`config.mk`:
```
export PLATFORM = sky130hd
export DESIGN_NAME = rc4_search_sched
export DESIGN_NICKNAME = d
export VERILOG_FILES = /design/src/rtl/rc4_pkg.sv /design/src/rtl/rc4_smem_mux.sv /design/src/rtl/rc4_search_sched.sv
export SDC_FILE = /design/constraint.sdc
export NUM_CORES = 1
export LEC_CHECK = 0
export CAP_MARGIN = 10
export CORE_UTILIZATION = 41
export DETAILED_ROUTE_END_ITERATION = 8
export PLACE_DENSITY = 0.81
export SLEW_MARGIN = 20
export SYNTH_ARGS = -nofsm -noshare
export SYNTH_HDL_FRONTEND = slang
export SYNTH_SLANG_ARGS = --single-unit
```
`constraint.sdc`:
```
create_clock -name clk -period 3 [get_ports clk]
set_input_delay 0.6 -clock clk [delete_from_list [all_inputs] [get_ports clk]]
set_output_delay 0.6 -clock clk [all_outputs]
set_load 0.005 [all_outputs]
```
`src/rtl/rc4_pkg.sv`:
```
`default_nettype none
// ============================================================================
//  Module      : rc4_pkg
//  Description : Shared types and constants for the RC4 key-search core.
//                Sequencer state encoding and S-memory grant codes, which are
//                also used by the decrypt engine.
//  Revision    : 1.0 - initial release
// ============================================================================
package rc4_pkg;

    // Sequencer state encoding
    typedef enum logic [3:0] {
        ST_IDLE      = 4'd0,
        ST_INIT_REQ  = 4'd1,
        ST_INIT_WAIT = 4'd2,
        ST_SHUF_REQ  = 4'd3,
        ST_SHUF_WAIT = 4'd4,
        ST_DEC_REQ   = 4'd5,
        ST_DEC_WAIT  = 4'd6,
        ST_FOUND     = 4'd7,
        ST_EXHAUSTED = 4'd8,
        ST_ABORTED   = 4'd9
    } sched_state_t;

    // S-memory grant codes
    localparam logic [1:0] MSEL_INIT = 2'd0;
    localparam logic [1:0] MSEL_SHUF = 2'd1;
    localparam logic [1:0] MSEL_DEC  = 2'd2;
    localparam logic [1:0] MSEL_IDLE = 2'd3;

    // Grant owned by each sequencer state; terminal and idle states own nothing
    function automatic logic [1:0] msel_of_state(input sched_state_t s);
        logic [1:0] m;
        case (s)
            ST_INIT_REQ, ST_INIT_WAIT: m = MSEL_INIT;
            ST_SHUF_REQ, ST_SHUF_WAIT: m = MSEL_SHUF;
            ST_DEC_REQ,  ST_DEC_WAIT:  m = MSEL_DEC;
            default:                   m = MSEL_IDLE;
        endcase
        return m;
    endfunction

endpackage
`default_nettype wire

```
`src/rtl/rc4_smem_mux.sv`:
```
`default_nettype none
// ============================================================================
//  Module      : rc4_smem_mux
//  Description : 3:1 S-memory port mux selected by the current grant. With no
//                engine granted the port is parked at zero with writes off.
//  Revision    : 1.0 - initial release
// ============================================================================
module rc4_smem_mux
    import rc4_pkg::*;
(
    input  logic [1:0] i_sel,
    input  logic [7:0] i_init_addr,
    input  logic [7:0] i_init_data,
    input  logic       i_init_wen,
    input  logic [7:0] i_shuf_addr,
    input  logic [7:0] i_shuf_data,
    input  logic       i_shuf_wen,
    input  logic [7:0] i_dec_addr,
    input  logic [7:0] i_dec_data,
    input  logic       i_dec_wen,
    output logic [7:0] o_addr,
    output logic [7:0] o_data,
    output logic       o_wen
);

    // Route the granted engine's request onto the single memory port
    always_comb begin
        o_addr = 8'd0;
        o_data = 8'd0;
        o_wen  = 1'b0;
        case (i_sel)
            MSEL_INIT: begin
                o_addr = i_init_addr;
                o_data = i_init_data;
                o_wen  = i_init_wen;
            end
            MSEL_SHUF: begin
                o_addr = i_shuf_addr;
                o_data = i_shuf_data;
                o_wen  = i_shuf_wen;
            end
            MSEL_DEC: begin
                o_addr = i_dec_addr;
                o_data = i_dec_data;
                o_wen  = i_dec_wen;
            end
            default: begin
                o_addr = 8'd0;
                o_data = 8'd0;
                o_wen  = 1'b0;
            end
        endcase
    end

endmodule
`default_nettype wire

```
`src/rtl/rc4_search_sched.sv`:
```
`default_nettype none
// ============================================================================
//  Module      : rc4_search_sched
//  Description : Key-search sequencer for one RC4 core. Walks candidate keys,
//                runs init -> shuffle -> decrypt for each, arbitrates the
//                S-memory write port and stops on success, exhaustion or an
//                abort from another core.
//  Revision    : 1.0 - initial release
// ============================================================================
module rc4_search_sched
    import rc4_pkg::*;
#(
    parameter int                   KEY_WIDTH = 24,
    parameter logic [KEY_WIDTH-1:0] KEY_START = '0,
    parameter logic [KEY_WIDTH-1:0] KEY_STEP  = KEY_WIDTH'(1),
    parameter logic [KEY_WIDTH-1:0] KEY_LAST  = KEY_WIDTH'(24'h3FFFFF)
) (
    input  logic                 clk,
    input  logic                 reset,
    input  logic                 start_sig,
    input  logic                 other_finished,
    output logic                 init_start,
    output logic                 shuf_start,
    output logic                 dec_start,
    input  logic                 init_finish,
    input  logic                 shuf_finish,
    input  logic                 dec_finish,
    input  logic                 dec_valid,
    input  logic [7:0]           init_addr,
    input  logic [7:0]           init_data,
    input  logic                 init_wen,
    input  logic [7:0]           shuf_addr,
    input  logic [7:0]           shuf_data,
    input  logic                 shuf_wen,
    input  logic [7:0]           dec_addr,
    input  logic [7:0]           dec_data,
    input  logic                 dec_wen,
    output logic [7:0]           s_address,
    output logic [7:0]           s_data,
    output logic                 s_wen,
    output logic [1:0]           memory_sel,
    output logic [KEY_WIDTH-1:0] secret_key,
    output logic                 busy,
    output logic                 finish,
    output logic                 key_found,
    output logic                 key_exhausted
);

    // Any key above this has no legal successor; comparing against it with the
    // pre-increment key keeps the key register from ever wrapping.
    localparam logic [KEY_WIDTH-1:0] c_KEY_LIMIT = KEY_LAST - KEY_STEP;

    sched_state_t         r_state;
    sched_state_t         w_state_d;
    logic [KEY_WIDTH-1:0] r_key;
    logic [KEY_WIDTH-1:0] w_key_d;
    logic [1:0]           r_msel;
    logic                 r_init_start, r_shuf_start, r_dec_start;
    logic                 r_busy, r_finish, r_found, r_exhausted;

    // Next-state and next-key selection; abort is checked before phase
    // completion except for a simultaneous own success, which wins
    always_comb begin
        w_state_d = r_state;
        w_key_d   = r_key;
        case (r_state)
            ST_IDLE: begin
                if (start_sig) begin
                    w_state_d = other_finished ? ST_ABORTED : ST_INIT_REQ;
                end
            end
            ST_INIT_REQ:  w_state_d = other_finished ? ST_ABORTED : ST_INIT_WAIT;
            ST_INIT_WAIT: begin
                if (other_finished)   w_state_d = ST_ABORTED;
                else if (init_finish) w_state_d = ST_SHUF_REQ;
            end
            ST_SHUF_REQ:  w_state_d = other_finished ? ST_ABORTED : ST_SHUF_WAIT;
            ST_SHUF_WAIT: begin
                if (other_finished)   w_state_d = ST_ABORTED;
                else if (shuf_finish) w_state_d = ST_DEC_REQ;
            end
            ST_DEC_REQ:   w_state_d = other_finished ? ST_ABORTED : ST_DEC_WAIT;
            ST_DEC_WAIT: begin
                if (dec_finish && dec_valid) begin
                    w_state_d = ST_FOUND;
                end else if (other_finished) begin
                    w_state_d = ST_ABORTED;
                end else if (dec_finish) begin
                    if (r_key > c_KEY_LIMIT) begin
                        w_state_d = ST_EXHAUSTED;
                    end else begin
                        w_key_d   = r_key + KEY_STEP;
                        w_state_d = ST_INIT_REQ;
                    end
                end
            end
            default: w_state_d = r_state;  // terminal states are sticky
        endcase
    end

    // State, key and every status output registered from the next state
    always_ff @(posedge clk) begin
        if (reset) begin
            r_state      <= ST_IDLE;
            r_key        <= KEY_START;
            r_msel       <= MSEL_IDLE;
            r_init_start <= 1'b0;
            r_shuf_start <= 1'b0;
            r_dec_start  <= 1'b0;
            r_busy       <= 1'b0;
            r_finish     <= 1'b0;
            r_found      <= 1'b0;
            r_exhausted  <= 1'b0;
        end else begin
            r_state      <= w_state_d;
            r_key        <= w_key_d;
            r_msel       <= msel_of_state(w_state_d);
            r_init_start <= (w_state_d == ST_INIT_REQ);
            r_shuf_start <= (w_state_d == ST_SHUF_REQ);
            r_dec_start  <= (w_state_d == ST_DEC_REQ);
            r_busy       <= (w_state_d inside {ST_INIT_REQ, ST_INIT_WAIT, ST_SHUF_REQ,
                                               ST_SHUF_WAIT, ST_DEC_REQ, ST_DEC_WAIT});
            r_finish     <= (w_state_d inside {ST_FOUND, ST_EXHAUSTED, ST_ABORTED});
            r_found      <= (w_state_d == ST_FOUND);
            r_exhausted  <= (w_state_d == ST_EXHAUSTED);
        end
    end

    rc4_smem_mux u_smem_mux (
        .i_sel       (r_msel),
        .i_init_addr (init_addr),
        .i_init_data (init_data),
        .i_init_wen  (init_wen),
        .i_shuf_addr (shuf_addr),
        .i_shuf_data (shuf_data),
        .i_shuf_wen  (shuf_wen),
        .i_dec_addr  (dec_addr),
        .i_dec_data  (dec_data),
        .i_dec_wen   (dec_wen),
        .o_addr      (s_address),
        .o_data      (s_data),
        .o_wen       (s_wen)
    );

    assign init_start    = r_init_start;
    assign shuf_start    = r_shuf_start;
    assign dec_start     = r_dec_start;
    assign memory_sel    = r_msel;
    assign secret_key    = r_key;
    assign busy          = r_busy;
    assign finish        = r_finish;
    assign key_found     = r_found;
    assign key_exhausted = r_exhausted;

endmodule
`default_nettype wire

```
# Word-level counts from Yosys, hierarchy flattened

Cells that the tools add are included.

$add $sub $neg: 1
Multipliers: 0
Div/mod/pow operators: 0
Order comparisons: 1
Equality and inequality tests: 17
Shift operators: 0
Mux-type cells: 18
Bitwise gates (word level): 3
Reductions and logical operators: 9

Operators with widths:

| kind                                                                    | count |
|---|---|
| 4-bit two-way mux                                                       | 13 |
| 8-bit one-hot mux with 3 select lines                                   | 2 |
| 4-bit by 3-bit equality test with 1-bit output (second input constant)  | 7 |
| 4-bit one-hot mux with 7 select lines                                   | 1 |
| 24-bit by 1-bit adder with 24-bit output (second input constant)        | 1 |
| 24-bit by 22-bit > comparator with 1-bit output (second input constant) | 1 |
| 4-bit by 2-bit equality test with 1-bit output (second input constant)  | 4 |
| 4-bit by 1-bit equality test with 1-bit output (second input constant)  | 2 |
| 4-bit equality test (second input constant)                             | 2 |
| 2-bit one-hot mux with 3 select lines                                   | 1 |
| 6-bit nonzero test                                                      | 1 |
| 2-bit OR reduction                                                      | 3 |
| 5-bit AND reduction                                                     | 1 |
| 4-bit zero test                                                         | 1 |
| 1-bit NOT                                                               | 3 |
| 1-bit one-hot mux with 3 select lines                                   | 1 |
| 3-bit nonzero test                                                      | 1 |
| 2-bit by 1-bit equality test with 1-bit output (second input constant)  | 1 |
| 2-bit equality test (second input constant)                             | 1 |
| 2-bit zero test                                                         | 1 |
| 1-bit logical AND                                                       | 1 |

Register bits: 37
Latch bits: 0
RAM bits: 0
Memory bits (read-only): 0
Word-level logic and storage cells: 59
Memories kept: 0

# Logic depth before layout (Yosys ltp)

Gate-level depths: netlist of the first run.

Depth after elaboration: 9
Gate-level depth with buffers: 8

# By module

Synthesis of the first run repeated with hierarchy kept, for this count alone.

Cell total of the unflattened synthesis: 258
Area, all modules: 2,423.6 µm²

By module, submodules not included:

| module           | instances | cells each | area an instance (µm²) | sequential area each (µm²) |
|---|---|---|---|---|
| rc4_search_sched | 1         | 217        | 1,954.4                | 740.7 |
| rc4_smem_mux     | 1         | 41         | 469.2                  | 0.0 |

# Least setup slack after synthesis of the first run

No wires, ideal clock.

Path type: reg2reg
Start: reg r_key[0], in the netlist secret_key[0]
End: reg r_msel[1], in the netlist memory_sel[1]
Arrival time: 2.223 ns
Path slack: 0.642 ns
Cell stages (with the launch flop): 9
Path buffers: 0
Clock period less this slack: 2.358 ns
Cell sequence: dfxtp_1 inv_1 ha_1 nand4b_1 or3_1 or3_1 a211o_4 a32oi_1 o211ai_1

Cells in the longest elaborated chain, start to end: 9
Elaborated cells between the ends (all ways): 16

Ends and longest elaborated chain:

| what                                                                   | line                    | text |
|---|---|---|
| from (decl)                                                            | rc4_search_sched.sv:55  | `logic [KEY_WIDTH-1:0] r_key;` |
| from (signal assigned)                                                 | rc4_search_sched.sv:116 | `r_key <= w_key_d;` |
| 24-bit by 22-bit > comparator with 1-bit output (*)                    | rc4_search_sched.sv:89  | `if (r_key > c_KEY_LIMIT) begin` |
| 4-bit two-way mux (*)                                                  | rc4_search_sched.sv:89  |  |
| 4-bit two-way mux (*)                                                  | rc4_search_sched.sv:88  | `end else if (dec_finish) begin` |
| 4-bit two-way mux (*)                                                  | rc4_search_sched.sv:86  | `end else if (other_finished) begin` |
| 4-bit two-way mux (*)                                                  | rc4_search_sched.sv:84  | `if (dec_finish && dec_valid) begin` |
| 4-bit one-hot mux with 7 select lines (*)                              | rc4_search_sched.sv:66  | `case (r_state)` |
| 4-bit by 3-bit equality test with 1-bit output (tied with other cells) | rc4_pkg.sv:34           | `case (s)` |
| 2-bit OR reduction                                                     | rc4_pkg.sv:34           |  |
| 2-bit one-hot mux with 3 select lines (*)                              | rc4_pkg.sv:34           |  |
| to (signal assigned)                                                   | rc4_search_sched.sv:117 | `r_msel <= msel_of_state(w_state_d);` |
| to (decl)                                                              | rc4_search_sched.sv:57  | `logic [1:0] r_msel;` |

Every way passes the cells marked *; elsewhere a longest branch is shown, timed or not.
A chain may end at the register's enable or synchronous reset.

# Final worst setup path of the first run

Start: reg r_msel[1], in the netlist memory_sel[1]
End: out s_address[6]

Cells in the longest elaborated chain, start to end: 2
Elaborated cells between the ends (all ways): 4

Ends and longest elaborated chain:

| what                                        | line                   | text |
|---|---|---|
| 2-bit equality test (tied with other cells) | rc4_smem_mux.sv:31     | `case (i_sel)` |
| 8-bit one-hot mux with 3 select lines (*)   | rc4_smem_mux.sv:31     |  |
| to (decl)                                   | rc4_search_sched.sv:38 | `output logic [7:0] s_address,` |

Marks and branches as above.

==> flow_summary.yaml, run 1 <==
outcome:
  status: "finished, final reports clean"
drt:
  drc_errors: 0
  ant_nets: 0
  dr.pass1.iters: 4
  routedWlPerCell_um: 13.75
  drtIter0Drc: 108
  vias: 2466
  wl_mm: 6.326
  drt-vias-per-instance: 5.361
setup_path:
  crit_start: "memory_sel[1]$_SDFF_PP1_"
  reg2reg_from: "secret_key[0]$_SDFFE_PP0P_"
  startpoint_type: "flip-flop"
  rr_worst_depth: 8
  arrival_ns: 1.98
  worstPathMaxFanout: 10
  critPathRequiredTime_ns: 2.40
  critPathCaptureType: "output pin"
  critPathKind: "flip-flop to output pin"
sta:
  tns_ns: 0
  rsz0062_at_grt: "false"
  finalCritPeriodShare: 0.8592
  fmax_ghz: 0.3880
  finalHoldViolCount: 0
  timing.hold.ws_ns: 0.4899
  fin_ws_ns: 0.4224
  worstMarginPinSlew_ns: 0.7214
  layout_min_cycle_time_ns: 2.578
  drv_slew: 0
  slew_headroom: 0.5115
  fin_skew_ns: 0.002346
  setup_violations: 0
logic_synthesis:
  ys_ff_latch: 37
  yosys_warnings: 0
  synth_area_leaders: "dfxtp_1 33%, mux2i_1 7.6%, o21ai_0 6.7%"
  ys_types: 52
  synthArstFlopShare: 0
  synthesis.area_um2: 2228
  syn-num-nets: 342
  seq_area_frac_synth: 0.3324
  syn_inst: 281
  yosysTopAreaCellShare: 0.3324
  synth_most_common_cell: "dfxtp_1"
  synth_top_area_cell: "dfxtp_1"
  yosys-top-cells-count: "37 x dfxtp_1, 34 x nand2_1, 30 x o21ai_0"
  syn_avg_cell_area_um2: 7.930
  synth_edf_count: 0
  synthFlopType: "dfxtp_1"
clock_network:
  post_cts_buffers: 0
  clk_latency_ns: 0.29
  cts_tree: "built"
  clk_pin_slew_ns: 0.08
  htreeDepth: 2
  cts_hold_buf: 0
  cts_buffers: 5
  cts.sinks: 37
  cts_buffer_depth: 2
  ctsResizeCount: 0
  root_buffer: "clkbuf_8"
power_and_ir_drop:
  pwr-share-comb: 0.263
  power.leakage_nw: 1.303
  p_per_area_nw_per_um2: 404.0
  p_sw_frac: 0.2445
  power_frac_clock: 0.366
  p_int_mw: 1.081
  p_sw_mw: 0.3499
  seq_power_share: 0.371
  peakVddDrop_mv: 0.3288
place:
  dpl_cell_area_um2: 3405
  dp.cells: 452
  gp_congestion: 0.8037
  place_hpwl_mm: 4.706
  place_ws_ns: 0.2230
  portBuffers: 108
die:
  fp.coreArea_um2: 5172
  die_w_um: 75.73
  die_area_um2: 5734
  fp.dieH_um: 75.73
  pin_count: 109
  num_rows: 26
  start_util: 0.4308
global_routing:
  grt_overflow: 0
  antenna_found_initial: 0
  grt_usage: 0.2105
  grt_pass1_wl_mm: 9.418
  grt_max_degree: 30
  grt_pass1_vias: 2125
hold_path:
  hold_start: "secret_key[23]$_SDFFE_PP0P_"
  hold_depth: 1
  min_path_type: "flip-flop to flip-flop"
cells_and_area:
  fin_nets: 450
  final_cells: 460
  design_area_um2: 3542
  synthToLayoutAreaGrowth_pct: 58.96
  antenna_cells: 0
  drive_gt1_frac: 0.06923
run:
  max_cap_violations: 0
[state kept, by name, indices dropped and copies added, names as in the netlist]
name / cells
dec_start: 1
finish: 1
memory_sel: 2
init_start: 1
busy: 1
secret_key: 24
key_exhausted: 1
r_state: 4
key_found: 1
shuf_start: 1
[power groups by stage]
stage,Sequential [mW],Combinational (mW),Clock [mW]
after floorplan,0.528,0.166,0
after global placement,0.542,0.374,0
after detailed placement,0.543,0.378,0
after CTS,0.531,0.379,0.532
after global routing,0.534,0.416,0.553
final,0.531,0.377,0.523
[critical path, cell delays in order, from the launching register on]
cell and delay [ns]:
dfxtp_1 0.69, buf_12 0.22, mux2i_1 0.07, o21ai_0 0.17, clkdlybuf4s50_1 0.53
[per-layer routing]
layer,vias up,track usage,wire [um]
met5,-,0,0
met3,11,0.05556,548
met4,0,0.04115,53
met1,1133,0.2431,2662
li1,1233,-,-
met2,89,0.3909,3061
[worst paths after layout]
path	to	slack, ns
max	s_address[6]	0.42
min	secret_key[23]$_SDFFE_PP0P_	0.49
max reg2reg	memory_sel[1]$_SDFF_PP1_	0.44
min reg2reg	secret_key[23]$_SDFFE_PP0P_	0.49
[logic make-up after synthesis]
family          synth area share
compound gates            0.1797
mux                      0.08647
fa+ha+maj                0.01123
simple gates              0.3071
flops                     0.3324
xor+xnor                 0.04716
buf+inv                  0.03593
[through the flow]
stage | util | power (mW)
2_1_floorplan | - | 0.6941
3_3_place_gp | 0.6582 | 0.9161
3_5_place_dp | 0.6582 | 0.9211
4_1_cts | 0.6848 | 1.442
5_1_grt | 0.6848 | 1.502
6_report | 0.6848 | 1.431
[cells in the final DEF, fill, tap and decap left out, types with 6 or more instances in the layout]
| cell | n |
|---|---|
| mux2i_1 | 17 |
| nor2_1 | 26 |
| nand2_1 | 34 |
| dfxtp_1 | 37 |
| nor2b_1 | 8 |
| nor3_1 | 6 |
| nor4_1 | 6 |
| xnor2_1 | 6 |
| xor2_1 | 6 |
| o21ai_0 | 30 |
| clkdlybuf4s50_1 | 108 |
| nand3_1 | 7 |
| inv_1 | 8 |
| or3_1 | 11 |
| a21oi_1 | 13 |
[layout make-up]
cell class                 instances  area (um2)
timing repair buffer             114        1139
fill                             416        1630
clock inverter                     3       68.82
tap                               70       87.58
inverter                           8       30.03
sequential                        37       740.7
multi-input combinational        223        1408
clock buffer                       5       68.82
(Power assumes the default switching activity.)
==> inputs of run 2 (changes only) <==
==> constraint.sdc (replaced) <==
create_clock -name clk -period 3 [get_ports clk]
set_input_delay 0.6 -clock clk [delete_from_list [all_inputs] [get_ports clk]]
set_output_delay 0.6 -clock clk [all_outputs]
set_load 0.02 [all_outputs]
==> flow_summary.yaml, run 2 (synthesized netlist as in run 1, its figures left out) <==
global_routing:
  grt_max_degree: 30
  grt_pass1_vias: 2133
  grt_overflow: 0
  grt_pass1_wl_mm: 9.597
  grt_usage: 0.2179
  antenna_found_initial: 0
setup_path:
  arrival_ns: 2.17
  startpoint_type: "flip-flop"
  critPathRequiredTime_ns: 2.40
  critPathCaptureType: "output pin"
  critPathKind: "flip-flop to output pin"
  worstPathMaxFanout: 10
die:
  fp.dieH_um: 75.73
  num_rows: 26
  fp.coreArea_um2: 5172
  pin_count: 109
  die_area_um2: 5734
  start_util: 0.4308
  die_w_um: 75.73
sta:
  worstMarginPinSlew_ns: 0.6289
  drv_slew: 0
  tns_ns: 0
  layout_min_cycle_time_ns: 2.765
  finalHoldViolCount: 0
  setup_violations: 0
  fmax_ghz: 0.3617
  timing.hold.ws_ns: 0.4902
  slew_headroom: 0.5741
  finalCritPeriodShare: 0.9217
  fin_skew_ns: 0.006594
  rsz0062_at_grt: "false"
drt:
  vias: 2437
  ant_nets: 0
  drt-vias-per-instance: 5.298
  dr.pass1.iters: 4
  drc_errors: 0
  drtIter0Drc: 137
  routedWlPerCell_um: 13.78
  wl_mm: 6.338
place:
  place_hpwl_mm: 4.718
  portBuffers: 108
  dpl_cell_area_um2: 3392
  gp_congestion: 0.8258
cells_and_area:
  final_common_cell: "clkdlybuf4s50_1"
  largest_reg_flops: 24
  antenna_cells: 0
  drive_gt1_frac: 0.06667
  design_area_um2: 3508
  fin_nets: 450
  synthToLayoutAreaGrowth_pct: 57.44
  final_cell_mix: "108 x clkdlybuf4s50_1, 37 x dfxtp_1, 34 x nand2_1, 30 x o21ai_0, 26 x nor2_1"
clock_network:
  root_buffer: "clkbuf_8"
  cts_tree: "built"
  post_cts_buffers: 0
  clk_pin_slew_ns: 0.08
  htreeDepth: 2
  cts.sinks: 37
  clk_latency_ns: 0.29
  cts_hold_buf: 0
  ctsResizeCount: 0
  cts_buffer_depth: 2
  cts_buffers: 5
power_and_ir_drop:
  total_power_mw: 1.419
  peakVddDrop_mv: 0.2511
  p_per_area_nw_per_um2: 404.3
  power.leakage_nw: 1.287
hold_path:
  min_path_type: "flip-flop to flip-flop"
outcome:
  status: "finished, final reports clean"
run:
  max_cap_violations: 0
[run 2: cell count changes in the layout (fill, tap and decap cells not counted)]
cell / before / now
bufinv_16: 2 / 1
inv_6: 1 / 0
clkbuf_8: 5 / 6
buf_4: 5 / 6
buf_12: 1 / 0
clkbuf_1: 0 / 1
[run 2: path summary, 6_finish.rpt]
check	start	endpoint	slack [ns]	cells after the start
min	secret_key[23]$_SDFFE_PP0P_	secret_key[23]$_SDFFE_PP0P_	0.49	1
max	memory_sel[1]$_SDFF_PP1_	s_data[5]	0.23	4
min reg2reg	secret_key[23]$_SDFFE_PP0P_	secret_key[23]$_SDFFE_PP0P_	0.49	1
max reg2reg	secret_key[0]$_SDFFE_PP0P_	memory_sel[1]$_SDFF_PP1_	0.40	8
[run 2: critical path: stages, from the launching register on]
cell and delay [ns]:
dfxtp_1 0.66, buf_4 0.32, mux2i_1 0.09, o21ai_0 0.17, clkdlybuf4s50_1 0.63
[run 2: cell type report]
class / instances / area (um2)
Fill cell: 413 / 1664
Tap cell: 70 / 87.58
Sequential cell: 37 / 740.7
Multi-Input combinational cell: 223 / 1408
Timing Repair Buffer: 114 / 1126
Clock inverter: 1 / 30.03
Clock buffer: 7 / 86.33
Inverter: 8 / 30.03
[run 2: power breakdown]
| group | internal (mW) | switching (mW) | total (mW) | leakage (nW) |
|---|---|---|---|---|
| Sequential | 0.506 | 0.0236 | 0.529 | 0.300 |
| Clock | 0.271 | 0.181 | 0.453 | 0.0585 |
| Combinational | 0.237 | 0.200 | 0.437 | 0.929 |
[run 2: through the flow]
step | setup slack [ns] | instances | utilization
detailed placement | 0.1907 | 452 | 0.6558
global route | 0.03022 | 460 | 0.6783
global placement | 0.2877 | 452 | 0.6558
floorplan | 0.4551 | 281 | -
CTS | 0.2242 | 460 | 0.6783
finish | 0.2350 | 460 | 0.6783
[run 2: per-layer routing]
layer | global-route usage | part of all wire | vias to the layer above
li1 | - | - | 1225
met1 | 0.2597 | 0.43 | 1128
met2 | 0.3909 | 0.48 | 79
met3 | 0.05026 | 0.074 | 5
met4 | 0.06173 | 0.0095 | 0
met5 | 0 | 0 | -
==> inputs of run 3 (changes only) <==
--- a/config.mk
+++ b/config.mk
@@ -6,8 +6,10 @@
 export NUM_CORES = 1
 export LEC_CHECK = 0
 export CAP_MARGIN = 10
+export CORE_ASPECT_RATIO = 1.4
 export CORE_UTILIZATION = 41
 export DETAILED_ROUTE_END_ITERATION = 8
+export MAX_ROUTING_LAYER = met4
 export PLACE_DENSITY = 0.81
 export SLEW_MARGIN = 20
 export SYNTH_ARGS = -nofsm -noshare
==> flow_summary.yaml, run 3 (synthesized netlist as in run 1, its figures left out) <==
outcome:
  status: "finished, final reports clean"
die:
  fp.coreArea_um2: 5197
  pin_count: 109
  num_rows: 31
  die_area_um2: 5738
  fp.dieH_um: 89.23
  start_util: 0.4287
  die_w_um: 64.31
drt:
  drc_errors: 0
  dr.pass1.iters: 4
  drtIter0Drc: 76
  routedWlPerCell_um: 14.22
  vias: 2453
  ant_nets: 0
  wl_mm: 6.472
  drt-vias-per-instance: 5.391
clock_network:
  cts_hold_buf: 0
  cts_tree: "built"
  clk_pin_slew_ns: 0.08
  clk_latency_ns: 0.29
  post_cts_buffers: 0
  htreeDepth: 2
  ctsResizeCount: 0
  root_buffer: "clkbuf_8"
  cts_buffer_depth: 2
  cts.sinks: 37
  cts_buffers: 5
global_routing:
  grt_overflow: 0
  grt_usage: 0.2263
  grt_busiest_layer: "met2"
  antenna_found_initial: 0
  grt_max_degree: 30
  met1_usage: 0.2347
  use_met3: 0.04337
  grt_pass1_wl_mm: 10.15
  grt_util_met2: 0.4220
  grt_pass1_vias: 2247
sta:
  fin_ws_ns: 0.3884
  tns_ns: 0
  slew_headroom: 0.5307
  layout_min_cycle_time_ns: 2.612
  rsz0062_at_grt: "false"
  worstMarginPinSlew_ns: 0.6931
  fin_skew_ns: 0.006145
  finalCritPeriodShare: 0.8705
  setup_violations: 0
  fmax_ghz: 0.3829
  finalHoldViolCount: 0
  drv_slew: 0
setup_path:
  critPathCaptureType: "output pin"
  critPathKind: "flip-flop to output pin"
  startpoint_type: "flip-flop"
  r2r_setup_slack_ns: 0.41
  critPathRequiredTime_ns: 2.40
  worstPathMaxFanout: 17
  arrival_ns: 2.01
cells_and_area:
  n_fill_cell: 457
  largest_reg_flops: 24
  final_cell_mix: "108 x clkdlybuf4s50_1, 37 x dfxtp_1, 34 x nand2_1, 30 x o21ai_0, 26 x nor2_1"
  multi_input_area_um2: 1410
  design_area_um2: 3520
  antenna_cells: 0
  fin_nets: 449
  final-seq-area_um2: 740.7
  final_common_cell: "clkdlybuf4s50_1"
  synthToLayoutAreaGrowth_pct: 57.95
  final_cells: 455
  drive_gt1_frac: 0.06941
power_and_ir_drop:
  p_sw_mw: 0.4081
  power.leakage_nw: 1.294
  p_sw_frac: 0.2752
  pwr-share-comb: 0.296
  p_per_area_nw_per_um2: 421.4
  p_int_mw: 1.075
  power_frac_clock: 0.352
  peakVddDrop_mv: 0.5743
  total_power_mw: 1.483
  seq_power_share: 0.352
place:
  dp.cells: 447
  place_hpwl_mm: 4.797
  gp_congestion: 0.8300
  dpl_cell_area_um2: 3379
  portBuffers: 108
  place_ws_ns: 0.2298
hold_path:
  min_path_type: "flip-flop to flip-flop"
run:
  max_cap_violations: 0
==> run 3: cell types whose count changed in the layout (fill, tap and decap cells not counted), sizes merged <==
cell / change
clkbuf: -2
buf: -1
bufinv: +1
inv: +1
==> run 3: through the flow <==
step	hold WS, ns	util
after floorplan	0.5538	-
after global placement	0.4655	0.6502
after detailed placement	0.4726	0.6502
after CTS	0.4855	0.6767
after global routing	0.5054	0.6772
final	0.4803	0.6772
==> run 3: cell type report <==
| type | instances | share of cell area |
|---|---|---|
| sequential | 37 | 0.2105 |
| tap | 66 | 0.02346 |
| multi-input combinational | 223 | 0.4006 |
| timing repair buffer | 113 | 0.3178 |
| clock buffer | 5 | 0.01955 |
| inverter | 8 | 0.008532 |
| clock inverter | 3 | 0.01955 |
==> run 3: worst max-delay path, stage by stage, from the launching register on <==
cell and delay [ns]:
dfxtp_1 0.33, nor2b_2 0.55, nand2_1 0.10, o21ai_0 0.11, clkdlybuf4s50_1 0.64
==> run 3: per-layer routing <==
| metal | up-vias | wire [um] |
|---|---|---|
| li1 | 1224 | - |
| met1 | 1120 | 2696 |
| met2 | 97 | 3220 |
| met3 | 12 | 452 |
| met4 | 0 | 102 |
| met5 | - | 0 |
==> run 3: power by group through the flow <==
stage          combinational [mW]  sequential, mW  clock (mW)
5_1_grt                     0.470           0.525       0.549
3_3_place_gp                0.434           0.532           0
4_1_cts                     0.441           0.522       0.530
2_1_floorplan               0.216           0.541           0
6_report                    0.439           0.522       0.522
3_5_place_dp                0.440           0.534           0
==> run 3: final timing paths <==
kind / start / end / depth (start not counted)
worst min register to register: secret_key[23]$_SDFFE_PP0P_ / secret_key[23]$_SDFFE_PP0P_ / 1
worst max-delay path: memory_sel[0]$_SDFF_PP1_ / s_data[6] / 4
worst max register to register: secret_key[0]$_SDFFE_PP0P_ / memory_sel[1]$_SDFF_PP1_ / 8
worst min-delay path: secret_key[23]$_SDFFE_PP0P_ / secret_key[23]$_SDFFE_PP0P_ / 1
